## src/rtl/wb_port_arbiter_pkg.sv

```systemverilog
// Shared types and widths for the register-file write-port arbiter.
package wb_port_arbiter_pkg;

    localparam int XLEN       = 32;
    localparam int REG_ADDR_W = 5;

    // Which requester owns the register-file write port this cycle.
    typedef enum logic [1:0] {
        WB_SRC_NONE = 2'd0,
        WB_SRC_PIPE = 2'd1,
        WB_SRC_LU   = 2'd2
    } wb_src_e;

    // x0 is hardwired to zero: never written, never pending.
    function automatic logic is_x0(input logic [REG_ADDR_W-1:0] addr);
        return (addr == '0);
    endfunction

endpackage

```

## src/rtl/wb_port_arbiter_regf_scoreboard.sv

```systemverilog
// Per-register pending bits for long-latency destinations.
// Set on issue, clear on commit; a set and clear of the same
// index in one cycle leaves the bit set. x0 is never pending.
module wb_port_arbiter_regf_scoreboard
    import wb_port_arbiter_pkg::*;
#(
    parameter int NUM_REGS = 32
) (
    input  logic                  clk_i,
    input  logic                  rstn_i,
    input  logic                  i_set,
    input  logic [REG_ADDR_W-1:0] i_set_addr,
    input  logic                  i_clr,
    input  logic [REG_ADDR_W-1:0] i_clr_addr,
    input  logic [REG_ADDR_W-1:0] i_rd_addr0,
    input  logic [REG_ADDR_W-1:0] i_rd_addr1,
    input  logic [REG_ADDR_W-1:0] i_rd_addr2,
    output logic                  o_rd_pend0,
    output logic                  o_rd_pend1,
    output logic                  o_rd_pend2,
    output logic [NUM_REGS-1:0]   o_pending
);

    logic [NUM_REGS-1:0] r_pending;
    logic [NUM_REGS-1:0] w_pending_nxt;

    // Next pending vector: apply clear first so a same-index set wins.
    always_comb begin
        w_pending_nxt = r_pending;
        if (i_clr) begin
            w_pending_nxt[i_clr_addr] = 1'b0;
        end
        if (i_set && !is_x0(i_set_addr)) begin
            w_pending_nxt[i_set_addr] = 1'b1;
        end
        w_pending_nxt[0] = 1'b0;
    end

    // Pending state register; reset drops every outstanding destination.
    always_ff @(posedge clk_i or negedge rstn_i) begin
        if (!rstn_i) begin
            r_pending <= '0;
        end else begin
            r_pending <= w_pending_nxt;
        end
    end

    // Three combinational read ports for decode, x0 forced to not-pending.
    always_comb begin
        o_rd_pend0 = !is_x0(i_rd_addr0) && r_pending[i_rd_addr0];
        o_rd_pend1 = !is_x0(i_rd_addr1) && r_pending[i_rd_addr1];
        o_rd_pend2 = !is_x0(i_rd_addr2) && r_pending[i_rd_addr2];
    end

    assign o_pending = r_pending;

endmodule

```

## src/rtl/wb_port_arbiter.sv

```systemverilog
// Register-file write-port arbiter: pipeline writeback has fixed
// priority, long-latency results wait in a one-entry buffer and drain
// into free slots; a starvation counter requests a WB bubble.
module wb_port_arbiter
    import wb_port_arbiter_pkg::*;
#(
    parameter int MAX_WAIT = 4,
    parameter int NUM_REGS = 32
) (
    input  logic                  clk_i,
    input  logic                  rstn_i,
    input  logic                  pipe_write_i,
    input  logic [REG_ADDR_W-1:0] pipe_waddr_i,
    input  logic [XLEN-1:0]       pipe_wdata_i,
    input  logic                  lu_valid_i,
    output logic                  lu_ready_o,
    input  logic [REG_ADDR_W-1:0] lu_waddr_i,
    input  logic [XLEN-1:0]       lu_wdata_i,
    input  logic                  lu_issue_i,
    input  logic [REG_ADDR_W-1:0] lu_issue_rd_i,
    input  logic [REG_ADDR_W-1:0] rs1_addr_i,
    input  logic [REG_ADDR_W-1:0] rs2_addr_i,
    input  logic [REG_ADDR_W-1:0] rd_addr_i,
    output logic                  hazard_o,
    output logic                  pipe_stall_o,
    output logic                  regf_write_o,
    output logic [REG_ADDR_W-1:0] regf_waddr_o,
    output logic [XLEN-1:0]       regf_wdata_o
);

    localparam int CNT_W = $clog2(MAX_WAIT + 1);
    localparam logic [CNT_W-1:0] CNT_MAX = CNT_W'(MAX_WAIT);

    // Holding buffer and starvation state.
    logic                  r_buf_valid;
    logic [REG_ADDR_W-1:0] r_buf_waddr;
    logic [XLEN-1:0]       r_buf_wdata;
    logic [CNT_W-1:0]      r_starve_cnt;

    logic                  w_pipe_slot;
    logic                  w_accept;
    logic                  w_commit;
    wb_src_e               w_src;
    logic                  w_pend_rs1;
    logic                  w_pend_rs2;
    logic                  w_pend_rd;
    logic [NUM_REGS-1:0]   w_pending;

    // A write to x0 is a free slot: it never reaches the register file.
    assign w_pipe_slot = pipe_write_i && !is_x0(pipe_waddr_i);

    // Ready depends only on registered state, so accept and commit never overlap.
    assign lu_ready_o = !r_buf_valid;
    assign w_accept   = lu_valid_i && lu_ready_o;
    assign w_commit   = r_buf_valid && !w_pipe_slot;

    assign pipe_stall_o = (r_starve_cnt == CNT_MAX);

    // Port-mux select: pipeline first, then the buffered result.
    always_comb begin
        w_src = WB_SRC_NONE;
        if (w_pipe_slot) begin
            w_src = WB_SRC_PIPE;
        end else if (r_buf_valid) begin
            w_src = WB_SRC_LU;
        end
    end

    // Drive the register-file write port from the selected source.
    always_comb begin
        regf_write_o = 1'b0;
        regf_waddr_o = '0;
        regf_wdata_o = '0;
        case (w_src)
            WB_SRC_PIPE: begin
                regf_write_o = 1'b1;
                regf_waddr_o = pipe_waddr_i;
                regf_wdata_o = pipe_wdata_i;
            end
            WB_SRC_LU: begin
                regf_write_o = 1'b1;
                regf_waddr_o = r_buf_waddr;
                regf_wdata_o = r_buf_wdata;
            end
            default: begin
                regf_write_o = 1'b0;
            end
        endcase
    end

    // Buffer occupancy: fill on accept, drain on commit.
    always_ff @(posedge clk_i or negedge rstn_i) begin
        if (!rstn_i) begin
            r_buf_valid <= 1'b0;
        end else if (w_accept) begin
            r_buf_valid <= 1'b1;
        end else if (w_commit) begin
            r_buf_valid <= 1'b0;
        end
    end

    // Buffer payload, captured only on accept; no reset needed for data.
    always_ff @(posedge clk_i) begin
        if (w_accept) begin
            r_buf_waddr <= lu_waddr_i;
            r_buf_wdata <= lu_wdata_i;
        end
    end

    // Starvation counter: counts cycles the full buffer loses the port, saturating.
    always_ff @(posedge clk_i or negedge rstn_i) begin
        if (!rstn_i) begin
            r_starve_cnt <= '0;
        end else if (!r_buf_valid || w_commit) begin
            r_starve_cnt <= '0;
        end else if (w_pipe_slot && (r_starve_cnt != CNT_MAX)) begin
            r_starve_cnt <= r_starve_cnt + 1'b1;
        end
    end

    wb_port_arbiter_regf_scoreboard #(
        .NUM_REGS (NUM_REGS)
    ) u_scoreboard (
        .clk_i      (clk_i),
        .rstn_i     (rstn_i),
        .i_set      (lu_issue_i),
        .i_set_addr (lu_issue_rd_i),
        .i_clr      (w_commit),
        .i_clr_addr (r_buf_waddr),
        .i_rd_addr0 (rs1_addr_i),
        .i_rd_addr1 (rs2_addr_i),
        .i_rd_addr2 (rd_addr_i),
        .o_rd_pend0 (w_pend_rs1),
        .o_rd_pend1 (w_pend_rs2),
        .o_rd_pend2 (w_pend_rd),
        .o_pending  (w_pending)
    );

    // No forwarding: decode stalls while any operand is still outstanding.
    assign hazard_o = w_pend_rs1 | w_pend_rs2 | w_pend_rd;

    // The core must leave the WB slot empty whenever a bubble is requested.
    a_stall_no_pipe_write: assert property (
        @(posedge clk_i) disable iff (!rstn_i)
        pipe_stall_o |-> !pipe_write_i
    );

    // Re-issuing to a pending rd is only tolerated when that rd commits the same cycle.
    a_issue_not_pending: assert property (
        @(posedge clk_i) disable iff (!rstn_i)
        (lu_issue_i && !is_x0(lu_issue_rd_i) && w_pending[lu_issue_rd_i])
            |-> (w_commit && (r_buf_waddr == lu_issue_rd_i))
    );

    // The pipeline must never overwrite a register a long-latency op still owns.
    a_pipe_write_not_pending: assert property (
        @(posedge clk_i) disable iff (!rstn_i)
        w_pipe_slot |-> !w_pending[pipe_waddr_i]
    );

endmodule

```

## config.mk

```make
export PLATFORM = sky130hd
export DESIGN_NAME = wb_port_arbiter
export DESIGN_NICKNAME = d
export VERILOG_FILES = /design/src/rtl/wb_port_arbiter_pkg.sv /design/src/rtl/wb_port_arbiter_regf_scoreboard.sv /design/src/rtl/wb_port_arbiter.sv
export SDC_FILE = /design/constraint.sdc
export NUM_CORES = 1
export LEC_CHECK = 0
export ABC_CLOCK_PERIOD_IN_PS = 2600
export BUFFER_PORTS_ARGS = -buffer_cell sky130_fd_sc_hd__buf_2
export CORE_UTILIZATION = 40
export DETAILED_ROUTE_END_ITERATION = 6
export PLACE_DENSITY = 0.79
export SLEW_MARGIN = 10
export SYNTH_ARGS = -nofsm -noshare
export SYNTH_HDL_FRONTEND = slang
export SYNTH_HIERARCHICAL = 1
export SYNTH_SLANG_ARGS = --single-unit
```

## constraint.sdc

```tcl
create_clock -name clk_i -period 2.6 [get_ports clk_i]
set_clock_uncertainty 0.15 [all_clocks]
set_input_delay 0.52 -clock clk_i [delete_from_list [all_inputs] [get_ports clk_i]]
set_output_delay 0.52 -clock clk_i [all_outputs]
set_load 0.05 [all_outputs]
```

* Word-level counts from Yosys, hierarchy flattened
Cells that the tools add are included.
** Cells by class
- Add/subtract/negate cells :: 1
- Reduce and logical (&&, ||, !) cells :: 26
- Equality and inequality tests :: 4
- Mux-type cells :: 21
- Bitwise operators :: 5
- $lt $le $gt $ge :: 7
** Operators with widths (number)
- two-way mux 32 bit :: 2
- one-hot mux 32 bit (2 select lines) :: 1
- AND 32 bit :: 1
- inverter 32 bit :: 1
- bitwise OR 32 bit :: 1
- < comparator 5 x 6 -> 1 bit (second input constant) :: 5
- zero test 5 bit :: 5
- binary-select mux 1 bit (select 5 bit) :: 3
- demux 1 bit (select 5 bit) :: 2
- >= comparator 5 x 1 -> 1 bit (second input constant) :: 2
- logical AND 1 bit :: 10
- one-hot mux 5 bit (2 select lines) :: 1
- two-way mux 1 bit :: 8
- zero test 1 bit :: 7
- two-way mux 3 bit :: 2
- two-way mux 2 bit :: 2
- nonzero test 2 bit :: 2
- adder 3 x 1 -> 3 bit (second input constant) :: 1
- == test 3 bit (second input constant) :: 1
- inequality test 3 bit (second input constant) :: 1
- == test 2 x 1 -> 1 bit (second input constant) :: 1
- == test 2 bit (second input constant) :: 1
- bitwise OR 1 bit :: 2
- OR reduction 2 bit :: 1
- logical OR 1 bit :: 1
** Word-level totals
- Output and inout port bits :: 41
- Logic and storage cells :: 69
- Bits of input ports :: 99
- Register bits after elaboration :: 72

* Longest topological paths before layout
Gate-level depths: netlist of the first run.
- Depth after elaboration :: 9
- Depth in mapped cells :: 8
- Mapped depth without buffers :: 6

* By module
Netlist of the first run, hierarchy kept.
** By module, submodules not included
- wb_port_arbiter_regf_scoreboard :: area an instance 2143.3 µm², cells each 193, sequential area each 775.7 µm², instances 1
- wb_port_arbiter :: area an instance 1968.1 µm², cells each 182, sequential area each 1211.2 µm², instances 1

* Worst setup path after synthesis of the first run
No wires, ideal clock.
- Path kind :: in2out
- Start point :: in rs2_addr_i[0]
- End point :: out hazard_o
- Arrival :: 2.308 ns
- Path slack :: -0.378 ns
- Buffers on the path :: 1
- Cell stages on the path :: 5
- Required time :: 1.930 ns
- Cells stage by stage :: buf_6 mux4_2 mux2_2 a311o_1 or3_1
** On the way
- Longest elaborated chain between the ends :: 5
- Elaborated cells between the ends (all ways) :: 7
- Classes of those cells :: mux (2); bitwise (2); reduce/logical (3)
** Ends and longest elaborated chain
- from (decl) :: line wb_port_arbiter.sv:22 : input logic [REG_ADDR_W-1:0] rs2_addr_i,
- binary-select mux 1 bit (select 5 bit) / zero test 5 bit (equally long branches) :: line wb_port_arbiter_regf_scoreboard.sv:51, wb_port_arbiter_pkg.sv:16
- two-way mux 1 bit (not written as such) / zero test 1 bit (equally long branches) :: line wb_port_arbiter_regf_scoreboard.sv:51 : o_rd_pend1 = !is_x0(i_rd_addr1) && r_pending[i_rd_addr1];
- logical AND 1 bit (*) :: line wb_port_arbiter_regf_scoreboard.sv:51
- net w_pend_rs2 :: line wb_port_arbiter.sv:45 : logic w_pend_rs2;
- bitwise OR 1 bit (*) (2 in series) :: line wb_port_arbiter.sv:140 : assign hazard_o = w_pend_rs1 | w_pend_rs2 | w_pend_rd;
- to (decl) :: line wb_port_arbiter.sv:24 : output logic hazard_o,
The timed path passes the listed nets; every way through them passes the cells marked *. The select of a mux whose other input is x is not followed.

* Worst setup path in the final report of the first run
- Start point :: reg u_scoreboard.r_pending[10], in the netlist u_scoreboard/o_pending[10]
- End point :: out hazard_o
** On the way
- Longest elaborated chain between the ends :: 5
- Elaborated cells between the ends (all ways) :: 11
- Classes of those cells :: mux (6); bitwise (2); reduce/logical (3)
** Ends and longest elaborated chain
- from (decl) :: line wb_port_arbiter_regf_scoreboard.sv:24 : logic [NUM_REGS-1:0] r_pending;
- from (signal assigned) :: line wb_port_arbiter_regf_scoreboard.sv:44 : r_pending <= w_pending_nxt;
- binary-select mux 1 bit (select 5 bit) :: line wb_port_arbiter_regf_scoreboard.sv:50 : o_rd_pend0 = !is_x0(i_rd_addr0) && r_pending[i_rd_addr0];
- two-way mux 1 bit (not written as such) :: line wb_port_arbiter_regf_scoreboard.sv:50
- logical AND 1 bit :: line wb_port_arbiter_regf_scoreboard.sv:50
- net w_pend_rs1 :: line wb_port_arbiter.sv:44 : logic w_pend_rs1;
- bitwise OR 1 bit (2 in series) :: line wb_port_arbiter.sv:140
The timed path passes the listed nets, and every way through them passes these cells. The select of a mux whose other input is x is not followed.

==> results, run 1 <==
- The number of max-cap violations is 0.
- Yosys printed 6 warnings.
- The critical path start-end classification is reg -> out.
- The number of slew-limit violations in the final report was 0.
- The top-level port count is 140.
- In this run the cell area measured after placement is 5160 um2.
- The CTS sink count is 72.
- The number of design rule violations left after detail routing is 0.
- The final setup violation count is 35.
- The time the worst path needs with I/O delays and setup is 3.07 ns.
- In this run the worst setup path begins at u_scoreboard/o_pending[10]$_DFF_PN0_.
- The horizontal extent of the die is slightly above 100 um.
- The cell count after synthesis is 373.
- The number of buffers on the longest clock path is 2.
- The number of nets still failing antenna checks after routing is 0.
- The number of nets handed over by synthesis was 474.
- The floorplan has 36 rows.
- The synthesized area per cell is ~11 um2.
- The worst pin sits at a relative slew slack of 48.5%.
- Timing would allow up to 326 MHz.
- The power density normalized to cell area is ~620 nW/um2.
- Dividing the detail-routed via count by the number of cells gives 5.91.
- The checks that failed: setup timing.
- The critical path arrival is 2.40 ns.
- The number of global-route vias before repair is 4,258.
- The count of buffers inserted at the top-level ports is about 140.
- The number of antenna violations at the first check in global routing is 0.
- The clock transition at the register clock pins on the worst setup and hold paths after CTS is 0.08 ns.
- The count of antenna diodes in the layout is 0.
- Across all layers, the routed design uses 4,092 vias.
- The first-pass iteration count of the detailed router is 5.
- Net switching is 34.6% of the power.
- In this run the power spent charging and discharging nets is 1370 uW.
- Once routing completed, OpenROAD measured the worst setup slack at -0.466 ns.
- After global routing the overflow that remains totals 0.
- The clock network accounts for 22.8% of the total power.
- TritonCTS created 9 clock buffers.
- The combined area of all synthesized cells is 4100 um2.
- The die outline area is 10,700 um2.
- The power share of the sequential group is 39.7%.
- The detailed-placement wirelength estimate is approximately 9100 um.
- The share of total power dissipated in combinational logic is 37.5%.
- The worst-margin pin slew is a little under 0.8 ns.
- The worst slack after detailed placement is -0.531 ns.
- The peak fanout along the critical path is 3.
- The data required time of the worst path is just under 2 ns.
- The placeable core region is 9860 um2.
- The startpoint identified for the worst register-to-register timing path is r_buf_valid$_DFFE_PN0P_.
- The average detailed-routed wire length per instance is 21.2 um.
- The leakage power of the design is 0.00258 uW.
- Routability-driven placement finished with a final weighted congestion of about 0.83.
- The pin count of the biggest net entering global routing is 36.
- The critical path startpoint category is a flop.
- The first global-routing pass estimated 21,900 um of wire.
- The number of hold buffers added after CTS was 0.
- The worst voltage drop across the vdd grid is between 0.4 and 0.5 mV.
- Setup repair after global routing could not meet its margin everywhere.
- The final layout contains 656 nets.
- The first routing iteration left 267 violations.
- The final number of hold-violating endpoints was 0.
- The flow ran to the end, but the final reports show violations.
- The design internal power is 2600 uW.
- Of the cells placed in the final design, the portion with a size suffix greater than 1 is 50.3%.
- For this configuration, the core starts out at a cell density of 41.6%.
- The area growth from synthesis to final layout is 55.0%.
- The source-to-sink clock delay at the later pin of the worst-skew pair is 0.36 ns.
- The maximum level of the CTS H-tree is 3.
- The clock tree from TritonCTS is done.
- Clock tree synthesis selected as its root buffer the cell sky130_fd_sc_hd__clkbuf_8.
- The total global routing track utilization is 28.4%.
- The chip height is approximately 100 um.
- STA classifies the critical path endpoint as an output pin.
- Summing all non-filler instances in the final layout gives an area of between 6000 and 7000 um2.
- The worst hold path belongs to the class in -> async.
- The final worst-path cycle share is 118%.
- The total detailed-routing wirelength is 14,600 um.
## critical path, cell delays in order, from the launching register on
cell and delay (ns):
sky130_fd_sc_hd__dfrtp_1 0.42, sky130_fd_sc_hd__mux4_2 0.49, sky130_fd_sc_hd__o22ai_2 0.19, sky130_fd_sc_hd__a2111oi_2 0.07, sky130_fd_sc_hd__a311o_1 0.33, sky130_fd_sc_hd__or3_4 0.38, sky130_fd_sc_hd__buf_8 0.16
## layout by cell type, fill, tap and decap left out, types with 3 or more instances in the layout
cell type,count
sky130_fd_sc_hd__buf_4,40
sky130_fd_sc_hd__clkbuf_8,10
sky130_fd_sc_hd__o22ai_4,32
sky130_fd_sc_hd__nand2_1,73
sky130_fd_sc_hd__nand3b_1,11
sky130_fd_sc_hd__buf_16,4
sky130_fd_sc_hd__inv_1,5
sky130_fd_sc_hd__buf_8,9
sky130_fd_sc_hd__nor3_1,3
sky130_fd_sc_hd__nand3_1,5
sky130_fd_sc_hd__nor3b_1,4
sky130_fd_sc_hd__nor2_1,6
sky130_fd_sc_hd__buf_12,4
sky130_fd_sc_hd__a32o_1,3
sky130_fd_sc_hd__nand4b_1,3
sky130_fd_sc_hd__mux4_2,19
sky130_fd_sc_hd__edfxtp_1,37
sky130_fd_sc_hd__buf_6,38
sky130_fd_sc_hd__or3b_2,3
sky130_fd_sc_hd__o21ai_0,64
sky130_fd_sc_hd__buf_2,98
sky130_fd_sc_hd__dfrtp_1,34
sky130_fd_sc_hd__mux2i_1,6
## routing by layer
layer,up-vias,share of wire [%],GRT usage [%]
li1,1805,-,-
met1,2032,37,31.7
met2,217,52,50.1
met3,38,7.4,6.52
met4,0,3.4,15.8
met5,-,0,0
## state kept, by name (all words and copies together), names as in the netlist
register / cells
r_buf_valid: 1
r_buf_waddr: 5
r_buf_wdata: 32
r_starve_cnt: 3
u_scoreboard/o_pending: 31
## timing repair
| action | 4_1_cts | 5_1_grt |
|---|---|---|
| endpoints found under the setup margin | 37 | 42 |
| gates resized for setup | 150 | 32 |
| cloned | 4 | 0 |
| setup buffers | 9 | 1 |
| pin swaps | 15 | 17 |
| hold endpoints to repair | 0 | 0 |
## per-stage QoR
stage	TNS, ns	utilization [%]	hold WS [ns]	total power (uW)	std cells
6_report	-1.70	64.4	0.0857	3970	692
5_1_grt	-2.50	64.4	0.136	4140	692
4_1_cts	-1.66	63.0	0.105	3880	691
3_5_place_dp	-5.32	52.3	0.424	2740	663
3_3_place_gp	-5.14	52.3	0.398	2690	663
2_1_floorplan	-10.99	-	0.0744	2280	373
## worst paths after layout
| path | cells after the start | slack, ns | to |
|---|---|---|---|
| min in group clk_i | 1 | 0.18 | r_buf_wdata[24]$_DFFE_PP_ |
| max | 6 | -0.47 | hazard_o |
| min reg2reg | 2 | 0.44 | u_scoreboard/o_pending[6]$_DFF_PN0_ |
| max in group asynchronous | 1 | 1.69 | u_scoreboard/o_pending[16]$_DFF_PN0_ |
| min | 1 | 0.09 | u_scoreboard/o_pending[13]$_DFF_PN0_ |
| max reg2reg | 5 | 0.78 | u_scoreboard/o_pending[20]$_DFF_PN0_ |
## area by class of cell
type	instances	area [um2]
fill	680	3510
multi-input combinational	273	2430
sequential	72	1990
timing repair buffer	194	1550
clock buffer	13	191
tap	133	166
inverter	5	18.8
clock inverter	2	10.0
## power groups by stage
stage | Combinational (uW) | Clock (uW) | Sequential [uW]
2_1_floorplan | 775 | 0 | 1510
3_3_place_gp | 1120 | 0 | 1570
3_5_place_dp | 1150 | 0 | 1590
4_1_cts | 1410 | 907 | 1560
5_1_grt | 1580 | 968 | 1590
6_report | 1490 | 904 | 1570
No activity file was read; power rests on OpenSTA's default activity.
==> run 2, diff against run 1 <==
--- a/config.mk
+++ b/config.mk
@@ -10,6 +10,7 @@
 export CORE_UTILIZATION = 40
 export DETAILED_ROUTE_END_ITERATION = 6
 export PLACE_DENSITY = 0.79
+export REMOVE_ABC_BUFFERS = 1
 export SLEW_MARGIN = 10
 export SYNTH_ARGS = -nofsm -noshare
 export SYNTH_HDL_FRONTEND = slang
==> run 2 against run 1 <==
  * The run still ends with setup timing left
  * Sequential share of layout area is 0.15 points lower
  * Clock power is 1% lower
  * Critical path depth is 1 higher
  * Utilization is 0.27 points higher
==> results, run 2 (same netlist as run 1, synthesis figures left out) <==
- The relative slew slack is 49.0% (+0.46 points).
- The critical path startpoint category is a flop.
- The peak per-stage delay on the critical path was 0.47 ns (-0.02 ns).
- The chip height came to 103 um (unchanged).
- The run finished, with violations left.
- The number of max-cap violations is 0 (unchanged).
- The clock transition at the register clock pins on the worst setup and hold paths after CTS is 0.08 ns (about the same).
- The row count is 36 (unchanged).
- Walking the worst path, the cells encountered are buf_6 > mux4_2 > nand2_1 > a2111oi_1 > a311o_1 > or3_4 > buf_6.
- The CTS sink count is 72 (unchanged).
- The number of global-route vias before repair is 4,176 (-1.9%).
- The average detailed-routed wire length per instance came to 23.7 um (+12%).
- The worst slack on hold paths is 0.0739 ns (-0.0118 ns).
- The share of post-route cells with drive strength above 1 is 50.4% (+0.086 points).
- The flip-flop count of the largest register after layout came to 32 (unchanged).
- The power density normalized to cell area is 626 nW/um2 (+0.20%).
- The initial core utilization came to 41.6% (unchanged).
- The number of nets still failing antenna checks after routing is 0 (unchanged).
- The highest achievable clock rate is 329 MHz (+0.92%).
- The cell at the root of the clock tree is sky130_fd_sc_hd__clkbuf_8.
- The total detailed-routing wirelength is 16,500 um (+13%).
- The peak fanout along the critical path is 2 (-1).
- The time the worst path needs with I/O delays and setup is 3.04 ns (-0.0279 ns).
- The pin count of the biggest net entering global routing is 36 (unchanged).
- The global route total overflow is 0 (unchanged).
- The number of slew-limit violations in the final report is 0 (unchanged).
- The top cell types in the final layout, fill and taps aside, are sky130_fd_sc_hd__buf_2, sky130_fd_sc_hd__nand2_1, sky130_fd_sc_hd__o21ai_0, sky130_fd_sc_hd__buf_4, sky130_fd_sc_hd__buf_6.
- The largest register by flop count is r_buf_wdata.
- The final setup violation count was 37 (+5.7%).
- In this run the critical register-to-register path is captured at u_scoreboard/o_pending[16]$_DFF_PN0_.
- The first-pass iteration count of the detailed router came to 6 (+1).
- The most frequent cell on the critical path is sky130_fd_sc_hd__buf_6.
- The number of buffers inserted during clock tree synthesis is 9 (unchanged).
- The flop-to-flop setup slack is 0.41 ns (-0.37 ns).
- The number of antenna violations at the first check in global routing is 0 (unchanged).
- The critical path arrival is 2.37 ns (-0.03 ns).
- The critical path start-end classification is reg -> out.
- The detailed-placement wirelength estimate is 9250 um (+2.1%).
- The final number of hold-violating endpoints is 0 (unchanged).
- The number of design rule violations left after detail routing is 0 (unchanged).
- The die outline area is 10,700 um2 (unchanged).
- The final cell count without fillers is 698 (+0.87%).
- The global-route wire length before repair is 21,900 um (+0.29%).
- The final worst-path cycle share came to 117% (-1.1 points).
- The count of buffers inserted at the top-level ports was 139 (unchanged).
- The area growth from synthesis to final layout is 55.6%.
- The placeable core region is 9860 um2 (unchanged).
- The first-iteration detailed-routing DRC count came to 446 (+67%).
- The number of cells on the worst reg-to-reg path is 6 (+1).
- The number of buffers on the longest clock path came to 2 (unchanged).
- The commonest non-fill, non-tap cell in the layout is sky130_fd_sc_hd__buf_2.
- For this design, the slowest cell found on the critical path is sky130_fd_sc_hd__mux4_2.
- The via total after detailed routing is 4,375 (+6.9%).
- The number of cells after detailed placement came to 664 (+0.15%).
- The source-to-sink clock delay at the later pin of the worst-skew pair is 0.36 ns (about the same).
- The top-level port count was 140 (unchanged).
- The worst setup slack after layout came to -0.438 ns (+0.0279 ns).
- The final reports fail on setup timing.
- The data required time of the worst path is 1.93 ns (about the same).
- The core occupancy in the finished layout is 64.7% (+0.27 points).
- The maximum level of the CTS H-tree is 3 (unchanged).
- Setup repair after global routing could not meet its margin everywhere.
- The worst register-to-register path begins at r_buf_valid$_DFFE_PN0P_.
- The worst setup path is captured at an output pin.
- The type of the worst min-delay path is in -> async.
- The routability congestion estimate is 0.883 (+6.4%).
- The worst-margin pin slew came to 0.765 ns (-0.00691 ns).
- The total global routing track utilization is 28.2% (-0.18 points).
- The worst voltage drop across the vdd grid is 0.810 mV (+65%).
- TritonCTS built the clock tree.
- The capture point of the critical path is hazard_o.
- The number of nets in the layout is 660 (+0.61%).
- The detailed-route vias per instance came to 6.27 (+6.0%).
- The horizontal extent of the die came to 103 um (unchanged).
- The leakage power of the design is 0.00259 uW (+0.60%).
- In this run the worst setup path begins at u_scoreboard/o_pending[13]$_DFF_PN0_.
-- run 2: changes by cell type in the layout (fill, tap and decap cells not counted), moves of 3 or more --
| cell | previous run | this run |
|---|---|---|
| sky130_fd_sc_hd__buf_6 | 38 | 41 |
| sky130_fd_sc_hd__buf_4 | 40 | 44 |
| sky130_fd_sc_hd__buf_12 | 4 | 7 |
| sky130_fd_sc_hd__buf_8 | 9 | 6 |
-- run 2: through the flow --
step                TNS, ns  setup slack (ns)  cell area [um2]  power, uW
detailed placement    -5.35            -0.490             5150       2740
global route          -5.38            -0.517             6380       4120
global placement      -5.16            -0.460             5150       2700
CTS                  -0.950            -0.425             6010       3760
finish                -4.68            -0.438             6380       3990
floorplan            -45.92            -0.795             3930       2240
-- run 2: routing by layer --
metal	track usage (%)	share of wire (%)
met1	33.6	37
met5	0	0
met2	50.1	49
met4	12.4	3.8
met3	5.04	10
-- run 2: final cells by class --
class	count	area (um2)
diodes	1	2.50
clock buffers	12	166
clock inverters	4	26.3
fillers	657	3480
inverters	5	18.8
multi-input cells	273	2420
flip-flops and latches	72	1990
well taps	133	166
repair buffers	198	1590
-- run 2: worst min path at each step --
stage	startpoint	endpoint	slack (ns)	depth (start not counted)
6_report	rstn_i	r_starve_cnt[0]$_DFFE_PN0P_	0.07	1
5_1_grt	rstn_i	r_starve_cnt[0]$_DFFE_PN0P_	0.12	1
4_1_cts	rstn_i	r_starve_cnt[0]$_DFFE_PN0P_	0.1	1
3_5_place_dp	u_scoreboard/o_pending[11]$_DFF_PN0_	u_scoreboard/o_pending[11]$_DFF_PN0_	0.43	2
3_3_place_gp	u_scoreboard/o_pending[9]$_DFF_PN0_	u_scoreboard/o_pending[9]$_DFF_PN0_	0.40	2
2_1_floorplan	rstn_i	r_buf_valid$_DFFE_PN0P_	0.07	0
-- run 2: worst max-delay path: cells and delay by family, from the launching register on --
kind            cells  cell delay (ns)
flops               1             0.42
compound gates      2             0.37
simple gates        2             0.46
mux                 1             0.47
buf+inv             2             0.29
-- run 2: where the power goes --
group          internal (uW)  switching (uW)  leakage, uW
clock                    430             461    0.0000975
sequential              1390             201     0.000768
combinational            715             794      0.00173
total                   2540            1460      0.00259
-- run 2: what timing repair did --
| item | CTS | global route |
|---|---|---|
| cloned | 4 | 0 |
| setup buffers | 10 | 4 |
| endpoints found under the setup margin | 37 | 37 |
| pin swaps | 13 | 30 |
| hold buffers | 0 | 0 |
| gates resized for setup | 125 | 59 |
